`config.mk`:
```
export PLATFORM = sky130hd
export DESIGN_NAME = layer_sequencer_flat
export DESIGN_NICKNAME = d
export VERILOG_FILES = /design/src/rtl/layer_sequencer_if.sv /design/src/rtl/layer_sequencer.sv /design/src/flat_wrapper.sv
export SDC_FILE = /design/constraint.sdc
export NUM_CORES = 2
export LEC_CHECK = 0
export BUFFER_PORTS_ARGS = -buffer_cell sky130_fd_sc_hd__buf_2
export CELL_PAD_IN_SITES_DETAIL_PLACEMENT = 1
export CELL_PAD_IN_SITES_GLOBAL_PLACEMENT = 1
export CORE_AREA = 2 2 408 410
export DETAILED_ROUTE_END_ITERATION = 8
export DIE_AREA = 0 0 410 412
export GPL_TIMING_DRIVEN = 0
export PLACE_DENSITY_LB_ADDON = 0.1
export SLEW_MARGIN = 10
export SYNTH_ARGS = -nofsm -noshare
export SYNTH_HDL_FRONTEND = slang
export SYNTH_SLANG_ARGS = --single-unit
```
`constraint.sdc`:
```
create_clock -name clk -period 4.6 [get_ports clk]
set_input_delay 0.23 -clock clk [delete_from_list [all_inputs] [get_ports clk]]
set_output_delay 0.23 -clock clk [all_outputs]
set_load 0.01 [all_outputs]
```
`src/rtl/layer_sequencer_if.sv`:
```
// Result stream of layer_sequencer: one captured neuron sum per valid/ready handshake.
interface layer_sequencer_if #(
  parameter int unsigned DATA_WIDTH = 16,
  parameter int unsigned NUM_NEURON = 30
);
  localparam int unsigned SW = 2 * DATA_WIDTH;
  localparam int unsigned IW = (NUM_NEURON > 1) ? $clog2(NUM_NEURON) : 1;

  logic          out_valid;
  logic          out_ready;
  logic [SW-1:0] out_data;
  logic [IW-1:0] out_idx;

  modport master (output out_valid, output out_data, output out_idx, input out_ready);
  modport slave  (input out_valid, input out_data, input out_idx, output out_ready);
endinterface

```
`src/rtl/layer_sequencer.sv`:
```
// Fully-connected layer sequencer: freeze/run the neuron array, capture all sums, stream them out.
// Optional LAYER_SEQ_RELU_EN: rectify negative sums to zero at capture.
module layer_sequencer #(
  parameter int unsigned NUM_WEIGHT = 784,
  parameter int unsigned NUM_NEURON = 30,
  parameter int unsigned DATA_WIDTH = 16
) (
  input  logic                                 clk,
  input  logic                                 rst_n,
  input  logic                                 start,
  output logic                                 busy,
  output logic [$clog2(NUM_WEIGHT)-1:0]        in_addr,
  input  logic [DATA_WIDTH-1:0]                in_data,
  output logic                                 freeze,
  output logic [DATA_WIDTH-1:0]                myinput,
  input  logic [NUM_NEURON*2*DATA_WIDTH-1:0]   sums_in,
  layer_sequencer_if.master                    out_if,
  output logic                                 done
);
  localparam int unsigned AW = $clog2(NUM_WEIGHT);
  localparam int unsigned SW = 2 * DATA_WIDTH;
  localparam int unsigned IW = (NUM_NEURON > 1) ? $clog2(NUM_NEURON) : 1;
  localparam logic [AW-1:0] LAST_ADDR = AW'(NUM_WEIGHT - 1);
  localparam logic [IW-1:0] LAST_IDX  = IW'(NUM_NEURON - 1);

  typedef enum logic [1:0] {S_IDLE, S_RUN, S_CAPTURE, S_DRAIN} state_e;

  state_e        state_q, state_d;
  logic          busy_q, busy_d;
  logic          freeze_q, freeze_d;
  logic [AW-1:0] in_addr_q, in_addr_d;
  logic          out_valid_q, out_valid_d;
  logic [IW-1:0] out_idx_q, out_idx_d;
  logic          done_q, done_d;
  logic [SW-1:0] cap_q [NUM_NEURON];
  logic [SW-1:0] cap_d [NUM_NEURON];

  function automatic logic [SW-1:0] rectify(input logic [SW-1:0] s);
`ifdef LAYER_SEQ_RELU_EN
    return s[SW-1] ? '0 : s;
`else
    return s;
`endif
  endfunction

  // Next state; the capture array doubles as an output shift register during DRAIN.
  always_comb begin
    state_d     = state_q;
    in_addr_d   = in_addr_q;
    freeze_d    = freeze_q;
    out_valid_d = out_valid_q;
    out_idx_d   = out_idx_q;
    done_d      = 1'b0;
    cap_d       = cap_q;
    unique case (state_q)
      S_IDLE: begin
        in_addr_d = '0;
        freeze_d  = 1'b1;
        if (start) begin
          state_d  = S_RUN;
          freeze_d = 1'b0;
        end
      end
      S_RUN: begin
        if (in_addr_q == LAST_ADDR) begin
          state_d   = S_CAPTURE;
          in_addr_d = '0;
          freeze_d  = 1'b1;
        end else begin
          in_addr_d = in_addr_q + AW'(1);
        end
      end
      S_CAPTURE: begin
        for (int n = 0; n < int'(NUM_NEURON); n++) begin
          cap_d[n] = rectify(sums_in[n*SW +: SW]);
        end
        state_d     = S_DRAIN;
        out_valid_d = 1'b1;
        out_idx_d   = '0;
      end
      S_DRAIN: begin
        if (out_if.out_ready) begin
          for (int n = 0; n < int'(NUM_NEURON) - 1; n++) begin
            cap_d[n] = cap_q[n+1];
          end
          cap_d[NUM_NEURON-1] = '0;
          if (out_idx_q == LAST_IDX) begin
            state_d     = S_IDLE;
            out_valid_d = 1'b0;
            out_idx_d   = '0;
            done_d      = 1'b1;
          end else begin
            out_idx_d = out_idx_q + IW'(1);
          end
        end
      end
      default: state_d = S_IDLE;
    endcase
    busy_d = (state_d != S_IDLE);
  end

  always_ff @(posedge clk or negedge rst_n) begin
    if (!rst_n) begin
      state_q     <= S_IDLE;
      busy_q      <= 1'b0;
      freeze_q    <= 1'b1;
      in_addr_q   <= '0;
      out_valid_q <= 1'b0;
      out_idx_q   <= '0;
      done_q      <= 1'b0;
      for (int n = 0; n < int'(NUM_NEURON); n++) cap_q[n] <= '0;
    end else begin
      state_q     <= state_d;
      busy_q      <= busy_d;
      freeze_q    <= freeze_d;
      in_addr_q   <= in_addr_d;
      out_valid_q <= out_valid_d;
      out_idx_q   <= out_idx_d;
      done_q      <= done_d;
      cap_q       <= cap_d;
    end
  end

  assign busy             = busy_q;
  assign freeze           = freeze_q;
  assign in_addr          = in_addr_q;
  assign done             = done_q;
  assign myinput          = in_data;
  assign out_if.out_valid = out_valid_q;
  assign out_if.out_idx   = out_idx_q;
  assign out_if.out_data  = cap_q[0];

endmodule

```
`src/flat_wrapper.sv`:
```
// flat-port wrapper written by rule: the top's interface ports become plain ports
module layer_sequencer_flat 
#(
  parameter int unsigned NUM_WEIGHT = 784,
  parameter int unsigned NUM_NEURON = 30,
  parameter int unsigned DATA_WIDTH = 16
)
  (clk, rst_n, start, busy, in_addr, in_data, freeze, myinput, sums_in, done, out_if_out_valid, out_if_out_data, out_if_out_idx, out_if_out_ready);
  layer_sequencer_if #(.DATA_WIDTH(DATA_WIDTH), .NUM_NEURON(NUM_NEURON)) out_if_i ();
  input  logic clk;
  input  logic rst_n;
  input  logic start;
  output logic busy;
  output logic [$clog2(NUM_WEIGHT)-1:0] in_addr;
  input  logic [DATA_WIDTH-1:0] in_data;
  output logic freeze;
  output logic [DATA_WIDTH-1:0] myinput;
  input  logic [NUM_NEURON*2*DATA_WIDTH-1:0] sums_in;
  output logic done;
  output wire logic [$bits(out_if_i.out_valid)-1:0] out_if_out_valid;
  output wire logic [$bits(out_if_i.out_data)-1:0] out_if_out_data;
  output wire logic [$bits(out_if_i.out_idx)-1:0] out_if_out_idx;
  input wire logic [$bits(out_if_i.out_ready)-1:0] out_if_out_ready;
  assign out_if_out_valid = out_if_i.out_valid;
  assign out_if_out_data = out_if_i.out_data;
  assign out_if_out_idx = out_if_i.out_idx;
  assign out_if_i.out_ready = out_if_out_ready;
  layer_sequencer #(.NUM_WEIGHT(NUM_WEIGHT), .NUM_NEURON(NUM_NEURON), .DATA_WIDTH(DATA_WIDTH)) u_core (.clk(clk), .rst_n(rst_n), .start(start), .busy(busy), .in_addr(in_addr), .in_data(in_data), .freeze(freeze), .myinput(myinput), .sums_in(sums_in), .out_if(out_if_i), .done(done));
endmodule
```
* Word-level counts from Yosys, hierarchy flattened
Index checks and enable logic that the tools add are counted.
** Word-level totals
- Register bits after elaboration :: 981
- Bits of input ports :: 980
- Output and inout port bits :: 67
- Logic and storage cells :: 75
** Cells by class
- Add/sub/neg operators :: 2
- Multiplexer cells :: 21
- Reductions and logical operators :: 7
- Eq/ne operators :: 8
** Operators with widths (count)
- $pmux W960 S2 :: 1
- $mux W960 :: 1
- $pmux W10 S2 :: 1
- $add A10 B1 Y10 const B :: 1
- $eq A10 B10 Y1 const B :: 1
- $mux W10 :: 1
- $mux W5 :: 2
- $pmux W5 S2 :: 1
- $mux W2 :: 4
- $pmux W2 S4 :: 1
- $mux W1 :: 7
- $reduce_bool A2 Y1 :: 3
- $add A5 B1 Y5 const B :: 1
- $eq A5 B5 Y1 const B :: 1
- $eq A2 B2 Y1 const B :: 2
- $ne A2 B1 Y1 const B :: 2
- $pmux W1 S2 :: 2
- $reduce_and A2 Y1 :: 2
- $reduce_and A3 Y1 :: 1
- $eq A2 B1 Y1 const B :: 1
- $logic_not A2 Y1 :: 1
- $ne A2 B2 Y1 const B :: 1

* Longest topological paths before layout
- Depth in word-level cells :: 5
- Depth in mapped cells :: 9
- Mapped depth without buffers :: 6

* Worst setup path before layout
No wires, ideal clock.
- Path kind :: flip-flop to flip-flop
- Start :: reg u_core.in_addr_q[5], in the netlist u_core.in_addr[5]
- End :: reg u_core.in_addr_q[0], in the netlist u_core.in_addr[0]
- Path buffers :: 0
- Slack :: 2945 ps
- Library setup time :: 118 ps
- Stages on the path, launching flop included :: 5
- Clock period less this slack :: 1655 ps
- Arrival :: 1537 ps
- Data required time :: 4482 ps
- Cell sequence :: dfrtp_1 > or3_4 > o41ai_4 > nor3_1 > a21o_1
** On the way
- Cells in the longest elaborated chain, start to end :: 3
** RTL lines
- start: declaration :: line layer_sequencer.sv:31 : logic [AW-1:0] in_addr_q, in_addr_d;
- start signal: assignment :: line layer_sequencer.sv:116 : in_addr_q <= in_addr_d;
- $eq A10 B10 Y1 :: line layer_sequencer.sv:65 : if (in_addr_q == LAST_ADDR) begin
- $mux W10 :: line layer_sequencer.sv:65
- $pmux W10 S2 :: line layer_sequencer.sv:55 : unique case (state_q)
Every way passes these cells.
A chain may end at the register's enable or synchronous reset.

* Worst setup path in the final report
- Start :: reg u_core.state_q[0]
- End :: reg u_core.cap_q[33] (netlist name)
** On the way
- Cells in the longest elaborated chain, start to end :: 3
- Elaborated cells on any way between the ends :: 6
- Those cells by class :: eq/ne: 3; mux: 1; reduce/logical: 2
** RTL lines
- start: declaration :: line layer_sequencer.sv:28 : state_e state_q, state_d;
- start signal: assignment :: line layer_sequencer.sv:113 : state_q <= state_d;
- $eq A2 B2 Y1 :: line layer_sequencer.sv:55
- $ne A2 B2 Y1 (no source line) / $reduce_bool A2 Y1 (equally long branches)
- $reduce_and A2 Y1 (no source line)
- end signal: assignment :: line layer_sequencer.sv:120 : cap_q <= cap_d;
- end: declaration :: line layer_sequencer.sv:35 : logic [SW-1:0] cap_q [NUM_NEURON];
Several ways; a longest one is shown, not always the timed one.

==> impl_metrics.ini <==
[die]
die_w_microns = 410
std_cell_rows = 149
die_h_microns = 412
io_pins = 1047
start_util_pct = 26.8
core_sq_mm = 0.164
die_area_sq_mm = 0.169

[logic_synthesis]
synth_top_flop_cell = dfrtp_1
synth_nets = 6270
synth-seq-cells = 981
syn-instance-count = 5287
yosys_warnings = 0
ys_seq_area_share_pct = 55.9
synth_enable_flop_cells = 0
synthArstFlopShare_pct = 100
syn_avg_cell_area_sq_um = 8.31
netlist_area_sq_mm = 0.0439
ys_types = 34

[clock_tree]
cts_root_buf = clkbuf_16
clk-insertion-delay-late_ps = 750
path_clk_slew_ps = 60
cts_tree = built
cts.sinks = 981
clk_path_buf_depth = 3
htree_levels = 3
cts_buffers = 118

[power]
p_per_area_mw_per_mm2 = 378
p_leak_nw = 30.0
vdd_drop_max_uv = 282
power_w = 0.0248

[timing]
tns_ps = 0
hold_ws_ps = 41.2
post-route-period-util_pct = 67.6
slew_headroom_pct = 13.3
rsz0062_at_grt = no
timing.fmax_mhz = 322
setup_ws_ps = 1490
slew_viol_final = 0
setup_viol = 0
worst_slew_pin_slew_ps = 1300
period_needed_ps = 3110
hold_viol = 0
skew_ps = 22.9

[cells_and_area]
final_nets = 8390
drive_gt1_share_pct = 20.4
area_growth_pct = 49.6
nFillCells = 19700
fin_cells = 9752

[global_routing]
grt_util_all_layers_pct = 26.7
top_usage_layer = met2
grt_util_met3_pct = 4.89
grt_pass1_wl_microns = 336000
grt_pass1_vias = 51400
gr-usage-met2_pct = 46.2
met1_usage_pct = 32.8
grt_max_degree = 143
antenna_found_initial = 103
grt_overflow = 0

[worst_setup_path]
crit_buf_inv = 3
cp_cell_sequence = buf_4, nand2_1, buf_2, clkbuf_1, nand2_1, a31oi_1
required_ps = 5240
path_delay_family = buffers and inverters
crit_path_end_kind = flip-flop
cpMostUsedCell = nand2_1
crit_slowest_cell = nand2_1
crit_fanout = 10
worstSetupPathType = flip-flop to flip-flop
arrival_ps = 3750
cp_slowest_stage_delay_ps = 940
start_kind = flip-flop

[run]
maxCapViolCount = 0

[detailed_routing]
vias = 46700
drt_first_pass_iters = 5
routed_via_density = 4.79
drt_iter0_drc = 2699
drt-total-wl_microns = 231000
drc_errors = 0
routedWlPerCell_microns = 23.7
ant_nets = 0

[placement]
dp_hpwl_microns = 173000
preCtsSetupSlack_ps = 1440
placement.io_buffers = 1030
routabilityCongestion = 0.909
dp_cells = 8513

[worst_hold_path]
hold_class = input port to async pin

[run_status]
status = finished clean
[logic make-up after synthesis]
kind of cell / after synthesis / share of synthesized area, %
mux: 6 / 0.137
compound gates: 986 / 14.3
buf+inv: 475 / 5.31
simple gates: 2836 / 24.3
fa+ha+maj: 3 / 0.0854
flops: 981 / 55.9
[registers in the layout (all words and copies together), names as in the netlist]
signal,count
u_core.done,1
u_core.out_if.out_valid,1
u_core.state_q,2
u_core.in_addr,10
u_core.busy,1
u_core.out_if.out_data,32
u_core.cap_q,928
u_core.out_if.out_idx,5
u_core.freeze,1
[through the flow]
step           util (%)  instance area (sq um)
2_1_floorplan         -                  43900
3_3_place_gp       31.6                  51800
3_5_place_dp       31.7                  52000
4_1_cts            39.9                  65600
5_1_grt            40.0                  65700
6_report           40.0                  65700
[report_power, final]
group	leakage [nW]	switching, W	internal (W)
Clock	1.95	0.00398	0.00560
Sequential	10.1	0.000966	0.00996
Combinational	18.0	0.00236	0.00195
[cells in the final DEF (no fill, tap or decap), drive strengths merged, types with 4 or more instances in the layout]
cell type    synthesis  routed
nand3                6       6
dlygate4sd3          0     963
nand2             1872    1872
a31oi              929     929
o21ai               11      11
a22o                32      32
buf                312    1349
clkbuf             158     344
diode                0      61
bufinv               0       4
nor3                 7       7
clkinv               0      21
dfrtp              980     980
inv                  5       8
mux2i                6       6
nor2               943     943
[worst paths after layout]
kind | slack (ps) | cells after the start | end | from
worst max register to register | 1490 | 6 | u_core.cap_q[33]$_DFFE_PN0P_ | u_core.state_q[0]$_DFF_PN0_
worst max-delay path | 1490 | 6 | u_core.cap_q[33]$_DFFE_PN0P_ | u_core.state_q[0]$_DFF_PN0_
max in group asynchronous | 2110 | 5 | u_core.cap_q[455]$_DFFE_PN0P_ | rst_n
worst min-delay path | 40 | 2 | u_core.out_if.out_data[10]$_DFFE_PN0P_ | rst_n
min in group clk | 260 | 3 | u_core.cap_q[18]$_DFFE_PN0P_ | sums_in[946]
worst min register to register | 500 | 2 | u_core.out_if.out_valid$_DFFE_PN0P_ | u_core.out_if.out_valid$_DFFE_PN0P_
[layout make-up]
| cell class | instances | area [sq um] | share of cell area [%] |
|---|---|---|---|
| Inverter | 5 | 18.8 | 0.0285 |
| Antenna cell | 61 | 153 | 0.232 |
| Clock inverter | 29 | 274 | 0.417 |
| Timing Repair Buffer | 2000 | 15000 | 22.8 |
| Clock buffer | 186 | 3640 | 5.54 |
| Tap cell | 2189 | 2740 | 4.17 |
| Buffer | 470 | 2310 | 3.52 |
| Sequential cell | 981 | 24500 | 37.3 |
| Multi-Input combinational cell | 3831 | 17100 | 25.9 |
[Yosys cell counts (4+ instances only)]
cell type | instances | area [sq um]
a22o_1 | 32 | 280
a31oi_1 | 929 | 5810
buf_1 | 10 | 37.5
buf_2 | 235 | 1180
buf_4 | 66 | 495
clkbuf_1 | 158 | 593
dfrtp_1 | 980 | 24500
inv_1 | 4 | 15.0
mux2i_1 | 6 | 60.1
nand2_1 | 1872 | 7030
nand3_1 | 6 | 30.0
nor2_1 | 943 | 3540
nor3_1 | 7 | 35.0
o21ai_0 | 10 | 50.1
[layer usage]
layer  up-vias  part of all wire [%]
met1     23000                    42
met5         -                  0.13
met2      1219                    49
li1      21900                     -
met4        46                   4.0
met3       434                   4.7
[timing repair]
item,in CTS,in global routing
hold endpoints to repair,1062,0
buffers inserted,0,0
gates resized for setup,0,0
hold buffers,963,0
No activity file was read; power rests on OpenSTA's default activity.
